## src/rtl/agc_pkg.sv

```systemverilog
// agc_pkg: shared widths, encodings and ones-complement helpers for the AGC datapath
// No ports. Encodings match the control FSM's alu_op and mux select fields.
package agc_pkg;
    localparam int WORD_W = 15;
    localparam int ADDR_W = 12;
    localparam int MAG_W  = WORD_W - 1;
    localparam logic [ADDR_W-1:0] RESET_PC = 12'h800;
    localparam logic [WORD_W-1:0] POS_ZERO = 15'h0000;
    localparam logic [WORD_W-1:0] POS_ONE  = 15'h0001;
    localparam logic [WORD_W-1:0] NEG_ONE  = 15'h7FFE;
    localparam logic [WORD_W-1:0] NEG_ZERO = 15'h7FFF;
    localparam logic [MAG_W-1:0]  MAG_MAX  = 14'h3FFF;
    typedef enum logic [2:0] {ALU_AD, ALU_SU, ALU_MASK, ALU_MP0, ALU_MP1, ALU_DV0, ALU_DV1, ALU_NOP} alu_op_e;
    typedef enum logic [1:0] {A_MEM, A_ALU, A_NOTG, A_G} a_sel_e;
    typedef enum logic [1:0] {Q_A, Q_ALU, Q_Z, Q_MEM} q_sel_e;
    typedef enum logic [1:0] {X_A, X_Z, X_B, X_G} x_sel_e;
    typedef enum logic [1:0] {Z_B, Z_ALU, Z_B2, Z_MEM} z_sel_e;
    typedef enum logic [2:0] {Y_ZERO, Y_MEM, Y_ONE, Y_NEG1, Y_ABSA} y_sel_e;
    function automatic logic [MAG_W-1:0] mag(input logic [WORD_W-1:0] v);
        return v[WORD_W-1] ? ~v[MAG_W-1:0] : v[MAG_W-1:0];
    endfunction
    function automatic logic [WORD_W-1:0] signed_as(input logic s, input logic [MAG_W-1:0] m);
        return {s, s ? ~m : m};
    endfunction
endpackage

```

## src/rtl/agc_alu.sv

```systemverilog
// agc_alu: combinational 15-bit ones-complement ALU (add/sub, mask, multiply, divide)
// Ports: op_i (alu_op), x_i/y_i (operands), res_o (result).
module agc_alu
    import agc_pkg::*;
(
    input  logic [2:0]        op_i,
    input  logic [WORD_W-1:0] x_i,
    input  logic [WORD_W-1:0] y_i,
    output logic [WORD_W-1:0] res_o
);
    logic [MAG_W-1:0]   mx, my, quo, rem;
    logic [WORD_W:0]    sum;
    logic [2*MAG_W-1:0] prod;
    logic               ps;
    always_comb begin
        mx   = mag(x_i);
        my   = mag(y_i);
        sum  = {1'b0, x_i} + {1'b0, op_i == ALU_SU ? ~y_i : y_i};
        prod = {{MAG_W{1'b0}}, mx} * {{MAG_W{1'b0}}, my};
        ps   = x_i[WORD_W-1] ^ y_i[WORD_W-1];
        // divide by +/-0 saturates the quotient and passes X through as remainder
        quo  = my == '0 ? MAG_MAX : mx / my;
        rem  = my == '0 ? mx : mx % my;
        case (op_i)
            // end-around carry: the carry out of bit 14 is added back in
            ALU_AD, ALU_SU: res_o = sum[WORD_W-1:0] + {{(WORD_W-1){1'b0}}, sum[WORD_W]};
            ALU_MASK:       res_o = x_i & y_i;
            ALU_MP0:        res_o = signed_as(ps, prod[MAG_W-1:0]);
            ALU_MP1:        res_o = signed_as(ps, prod[2*MAG_W-1:MAG_W]);
            ALU_DV0:        res_o = signed_as(x_i[WORD_W-1], rem);
            ALU_DV1:        res_o = signed_as(ps, quo);
            default:        res_o = POS_ZERO;
        endcase
    end
endmodule

```

## src/rtl/agc_datapath.sv

```systemverilog
// agc_datapath: AGC register/ALU datapath executing the control FSM's write and mux strobes
// Ports: clk/rst; ext_flag -> extracode; *_wr write strobes; *_mux source selects; alu_op;
//        mem_addr/mem_wdata/mem_we/mem_rdata memory side; opcode/qc decode of B; a_out/z_out debug.
// Optional: define AGC_OVF_FLAG_EN to add the sticky ovf output for AD/SU results written to A.
module agc_datapath
    import agc_pkg::*;
#(
    parameter logic [ADDR_W-1:0] RESET_PC_P = RESET_PC
) (
    input  logic              clk,
    input  logic              rst,
    input  logic              ext_flag,
    input  logic              mem_wr,
    input  logic              lp_wr,
    input  logic              g_wr,
    input  logic              q_wr,
    input  logic              b_wr,
    input  logic              a_wr,
    input  logic              y_wr,
    input  logic              x_wr,
    input  logic              z_wr,
    input  logic              maddr_mux,
    input  logic              mdata_mux,
    input  logic              lp_mux,
    input  logic              g_mux,
    input  logic              b_mux,
    input  logic [1:0]        q_mux,
    input  logic [1:0]        a_mux,
    input  logic [1:0]        x_mux,
    input  logic [1:0]        z_mux,
    input  logic [2:0]        y_mux,
    input  logic [2:0]        alu_op,
    output logic [ADDR_W-1:0] mem_addr,
    output logic [WORD_W-1:0] mem_wdata,
    output logic              mem_we,
    input  logic [WORD_W-1:0] mem_rdata,
    output logic [2:0]        opcode,
    output logic [1:0]        qc,
    output logic              extracode,
`ifdef AGC_OVF_FLAG_EN
    output logic              ovf,
`endif
    output logic [WORD_W-1:0] a_out,
    output logic [ADDR_W-1:0] z_out
);
    logic [WORD_W-1:0] a_q, b_q, g_q, q_q, x_q, y_q, lp_q;
    logic [WORD_W-1:0] a_d, b_d, g_d, q_d, x_d, y_d, lp_d;
    logic [ADDR_W-1:0] z_q, z_d;
    logic              ext_q;
    logic [WORD_W-1:0] alu_res, z_ext;
    agc_alu u_alu (.op_i(alu_op), .x_i(x_q), .y_i(y_q), .res_o(alu_res));
    assign z_ext = {{(WORD_W-ADDR_W){1'b0}}, z_q};
    always_comb begin
        a_d  = a_mux == A_MEM ? mem_rdata : a_mux == A_ALU ? alu_res : a_mux == A_NOTG ? ~g_q : g_q;
        b_d  = b_mux ? alu_res : mem_rdata;
        g_d  = g_mux ? a_q : mem_rdata;
        q_d  = q_mux == Q_A ? a_q : q_mux == Q_ALU ? alu_res : q_mux == Q_Z ? z_ext : mem_rdata;
        x_d  = x_mux == X_A ? a_q : x_mux == X_Z ? z_ext : x_mux == X_B ? b_q : g_q;
        y_d  = y_mux == Y_MEM ? mem_rdata : y_mux == Y_ONE ? POS_ONE : y_mux == Y_NEG1 ? NEG_ONE :
               y_mux == Y_ABSA ? {1'b0, mag(a_q)} : POS_ZERO;
        z_d  = z_mux == Z_ALU ? alu_res[ADDR_W-1:0] : z_mux == Z_MEM ? mem_rdata[ADDR_W-1:0] : b_q[ADDR_W-1:0];
        lp_d = lp_mux ? alu_res : POS_ZERO;
    end
    // every source above reads pre-edge state, so simultaneous writes never see each other
    always_ff @(posedge clk) begin
        if (rst) begin
            a_q   <= POS_ZERO;
            b_q   <= POS_ZERO;
            g_q   <= POS_ZERO;
            q_q   <= POS_ZERO;
            x_q   <= POS_ZERO;
            y_q   <= POS_ZERO;
            lp_q  <= POS_ZERO;
            z_q   <= RESET_PC_P;
            ext_q <= 1'b0;
        end else begin
            if (a_wr)  a_q  <= a_d;
            if (b_wr)  b_q  <= b_d;
            if (g_wr)  g_q  <= g_d;
            if (q_wr)  q_q  <= q_d;
            if (x_wr)  x_q  <= x_d;
            if (y_wr)  y_q  <= y_d;
            if (lp_wr) lp_q <= lp_d;
            if (z_wr)  z_q  <= z_d;
            ext_q <= ext_flag;
        end
    end
`ifdef AGC_OVF_FLAG_EN
    logic ovf_q, ovf_d, y_sign, add_ovf;
    always_comb begin
        y_sign  = alu_op == ALU_SU ? ~y_q[WORD_W-1] : y_q[WORD_W-1];
        add_ovf = (alu_op == ALU_AD || alu_op == ALU_SU) && x_q[WORD_W-1] == y_sign &&
                  alu_res[WORD_W-1] != x_q[WORD_W-1];
        ovf_d   = !a_wr ? ovf_q : a_mux != A_ALU ? 1'b0 : ovf_q | add_ovf;
    end
    always_ff @(posedge clk) begin
        if (rst) ovf_q <= 1'b0;
        else     ovf_q <= ovf_d;
    end
    assign ovf = ovf_q;
`endif
    assign mem_addr  = maddr_mux ? b_q[ADDR_W-1:0] : z_q;
    assign mem_wdata = mdata_mux ? q_q : a_q;
    assign mem_we    = mem_wr;
    assign opcode    = b_q[WORD_W-1:WORD_W-3];
    assign qc        = b_q[WORD_W-4:WORD_W-5];
    assign extracode = ext_q;
    assign a_out     = a_q;
    assign z_out     = z_q;
endmodule
```

## config.mk

```make
export PLATFORM = sky130hd
export DESIGN_NAME = agc_datapath
export DESIGN_NICKNAME = d
export VERILOG_FILES = /design/src/rtl/agc_pkg.sv /design/src/rtl/agc_alu.sv /design/src/rtl/agc_datapath.sv
export SDC_FILE = /design/constraint.sdc
export NUM_CORES = 1
export LEC_CHECK = 0
export CAP_MARGIN = 20
export CORE_ASPECT_RATIO = 1.25
export CORE_MARGIN = 5
export CORE_UTILIZATION = 40
export CTS_BUF_LIST = sky130_fd_sc_hd__clkbuf_2 sky130_fd_sc_hd__clkbuf_4 sky130_fd_sc_hd__clkbuf_8
export DETAILED_ROUTE_END_ITERATION = 6
export SLEW_MARGIN = 20
export SYNTH_ARGS = -nofsm -noshare
export SYNTH_HDL_FRONTEND = slang
export SYNTH_SLANG_ARGS = --single-unit
```

## constraint.sdc

```tcl
create_clock -name clk -period 71.7 [get_ports clk]
set_input_delay 10.755 -clock clk [delete_from_list [all_inputs] [get_ports clk]]
set_output_delay 10.755 -clock clk [all_outputs]
set_load 0.02 [all_outputs]
```

==> out/metrics.yaml <==
worst_setup_path:
  cp.required_ns: 71.95
  worst-setup-path-type: "reg2reg"
  path_depth: 93
  cp-endpoint: "q_q[9]"
  cp-end-kind: "flip-flop"
  reg2reg_to: "q_q[9]"
  critPathMaxStageDelay_ns: 0.91
  ff2ff_path_depth: 93
  critPathMaxFanout: 18
  r2r_slack_ns: 42.52
  slowest_stage: "dfxtp_1"
  worst_path_most_repeated_cell: "ha_1"
  cp_top_family: "compound AO/OA/AOI/OAI gates"
  startpoint: "y_q[14]"
  worstSetupStartpointType: "flip-flop"
  crit_arrival_ns: 29.42
  regToRegStartpoint: "y_q[14]"
  worst-path-buf-inv: 1
cells_and_area:
  drive_gt1_frac: 0.0721
  layout_common_cells: "nor2_1 (310), nand2_1 (251), inv_1 (228)"
  fin_nets: 3192
  mostFrequentLayoutCell: "nor2_1"
  layout.cells.non_filler: 3467
  syn_to_final_growth_pct: 8.71
die:
  placementRows: 95
  start_util: 0.402
  dieArea_um2: 58600
  core_region_area_um2: 53500
  die_w_um: 217
  die_h_um: 269
  ios: 107
synth:
  yosysSeqAreaShare: 0.0958
  synth_edf_count: 0
  syn_area_um2: 21500
  synth-seq-cells: 103
  synth_ff_type: "dfxtp_1"
  ys_async_sr_fraction: 0
  syn_nets: 3175
  synthDistinctLibCells: 102
  yosysWarnings: 0
  synth_cells: 2765
  syn_area_per_cell_um2: 7.78
place:
  gp_congestion: 0.986
  hpwlAfterDp_mm: 64.9
  dp.cells: 3450
  numPortBuffers: 102
drt:
  drc: 0
  vias: 21519
  wl_mm: 82.1
  viasPerCell: 6.21
  drt-initial-drc-count: 1880
  drtPass1Iterations: 5
  wl_per_cell_um: 23.7
  antenna_left: 0
sta:
  tightestPinTransition_ns: 1.10
  fin_crit_sh: 0.407
  rsz0062_at_grt: "false"
  hold_viol: 0
  maxSlewViolCount: 0
  slew_headroom: 0.265
  fmax_mhz: 34.3
  fin_crit_ns: 29.18
  fin_skew_ns: 0.0113
  setup-violations-final: 0
  setup_tns_ns: 0
clock_tree:
  h-tree-depth: 3
  cts.path.max_buffers: 2
  clock_latency_ns: 0.39
  cts_tree: "done"
  cts_resized: 0
  numCtsBuffers: 9
  clk_pin_slew_ns: 0.11
  holdBufCountCts: 0
  cts_root_buf: "clkbuf_8"
  post-cts-setup-buffers: 0
  cts.sink_count: 103
outcome:
  outcome: "finished clean"
global_routing:
  grt-ovfl-total: 0
  grt_pass1_vias: 21533
  grt_max_degree: 87
  grt_usage: 0.271
  grt_antenna_before_repair: 1
  grt_pass1_wl_mm: 126
min_path:
  hold_path.class: "reg2reg"
run:
  cap_viol_max_count: 0
-- cells by family (layout without fill, tap and decap cells) --
kind of cell	after synthesis	in the layout	synth area share
AO/OA/AOI/OAI	698	698	0.230
flip-flops	103	103	0.0958
other	0	1	0
AND/OR/NAND/NOR	891	891	0.194
adder cells (fa/ha/maj)	364	364	0.261
XOR/XNOR	215	215	0.0875
buffers and inverters	383	405	0.0689
multiplexers	111	111	0.0619
-- stage by stage --
stage	setup WS, ns	instance area, µm²	hold slack (ns)	utilization
2_1_floorplan	47.32	21500	0.439	-
3_3_place_gp	42.80	23200	0.463	0.434
3_5_place_dp	42.68	23200	0.472	0.434
4_1_cts	42.59	23400	0.487	0.438
5_1_grt	40.64	23400	0.511	0.437
6_report	42.52	23400	0.489	0.437
-- worst min-delay path, stage by stage, from the launching register on --
cell	delay, ns
dfxtp_1	0.33
nand2b_1	0.07
o21ai_1	0.05
-- per-layer routing --
metal  routed length [µm]  vias to the layer above  global-route usage
met1                33300                    10530               0.345
met5                    0                        -                   0
met2                38800                      887               0.456
met4                 4930                        0               0.133
met3                 5160                      227              0.0288
li1                     -                     9875                   -
-- synthesized netlist by cell type (8+ instances only) --
library cell	count	area [µm²]
o21bai_1	10	75.1
clkbuf_1	118	443
xnor2_1	107	937
a311oi_1	15	131
nor3_1	50	250
nor2b_1	26	163
buf_1	19	71.3
a22oi_1	10	75.1
or3_1	33	206
nand2_1	251	942
mux4_2	12	270
o221ai_1	18	158
and2_1	20	125
a31oi_1	31	194
a31o_2	10	87.6
a211o_1	11	96.3
o22ai_1	20	125
a21oi_1	143	716
ha_1	221	2770
and3_1	19	119
mux2i_1	51	510
nand2b_1	33	206
a211oi_1	49	368
o21a_1	38	285
o211ai_1	31	233
a21o_1	54	405
fa_1	143	2860
nor4_1	19	119
nand3_1	51	255
o221a_2	10	113
mux2_2	47	529
o21ai_0	94	470
o31ai_1	14	105
nor2_1	310	1160
a221oi_1	20	175
xor2_1	108	946
dfxtp_1	103	2060
or2_2	18	113
inv_1	228	856
nand4_1	20	125
a21boi_0	8	60.1
-- worst min-delay path by stage --
stage,depth (start not counted),slack [ns],endpoint,from
global placement,2,0.46,q_q[10],q_q[10]
finish,2,0.49,q_q[10],q_q[10]
CTS,2,0.49,q_q[10],q_q[10]
global route,2,0.51,q_q[5],q_q[5]
detailed placement,2,0.47,q_q[10],q_q[10]
floorplan,2,0.44,q_q[10],q_q[10]
-- sequential cells by signal, summed over array words and instances, names as in the netlist --
signal,count
y_q,15
q_q,15
x_q,15
z_out,12
g_q,15
extracode,1
a_out,15
b_q,15
-- cell type report --
| class | instances | area [µm²] |
|---|---|---|
| diodes | 1 | 2.50 |
| clock buffers | 11 | 145 |
| clock inverters | 5 | 41.3 |
| fillers | 5478 | 30100 |
| inverters | 233 | 875 |
| multi-input cells | 2279 | 18000 |
| flip-flops and latches | 103 | 2060 |
| well taps | 679 | 850 |
| repair buffers | 156 | 1410 |
Power is left out: the tool's default activity adds up to more than one toggle a clock period on the data nets, which glitch-free logic cannot reach.
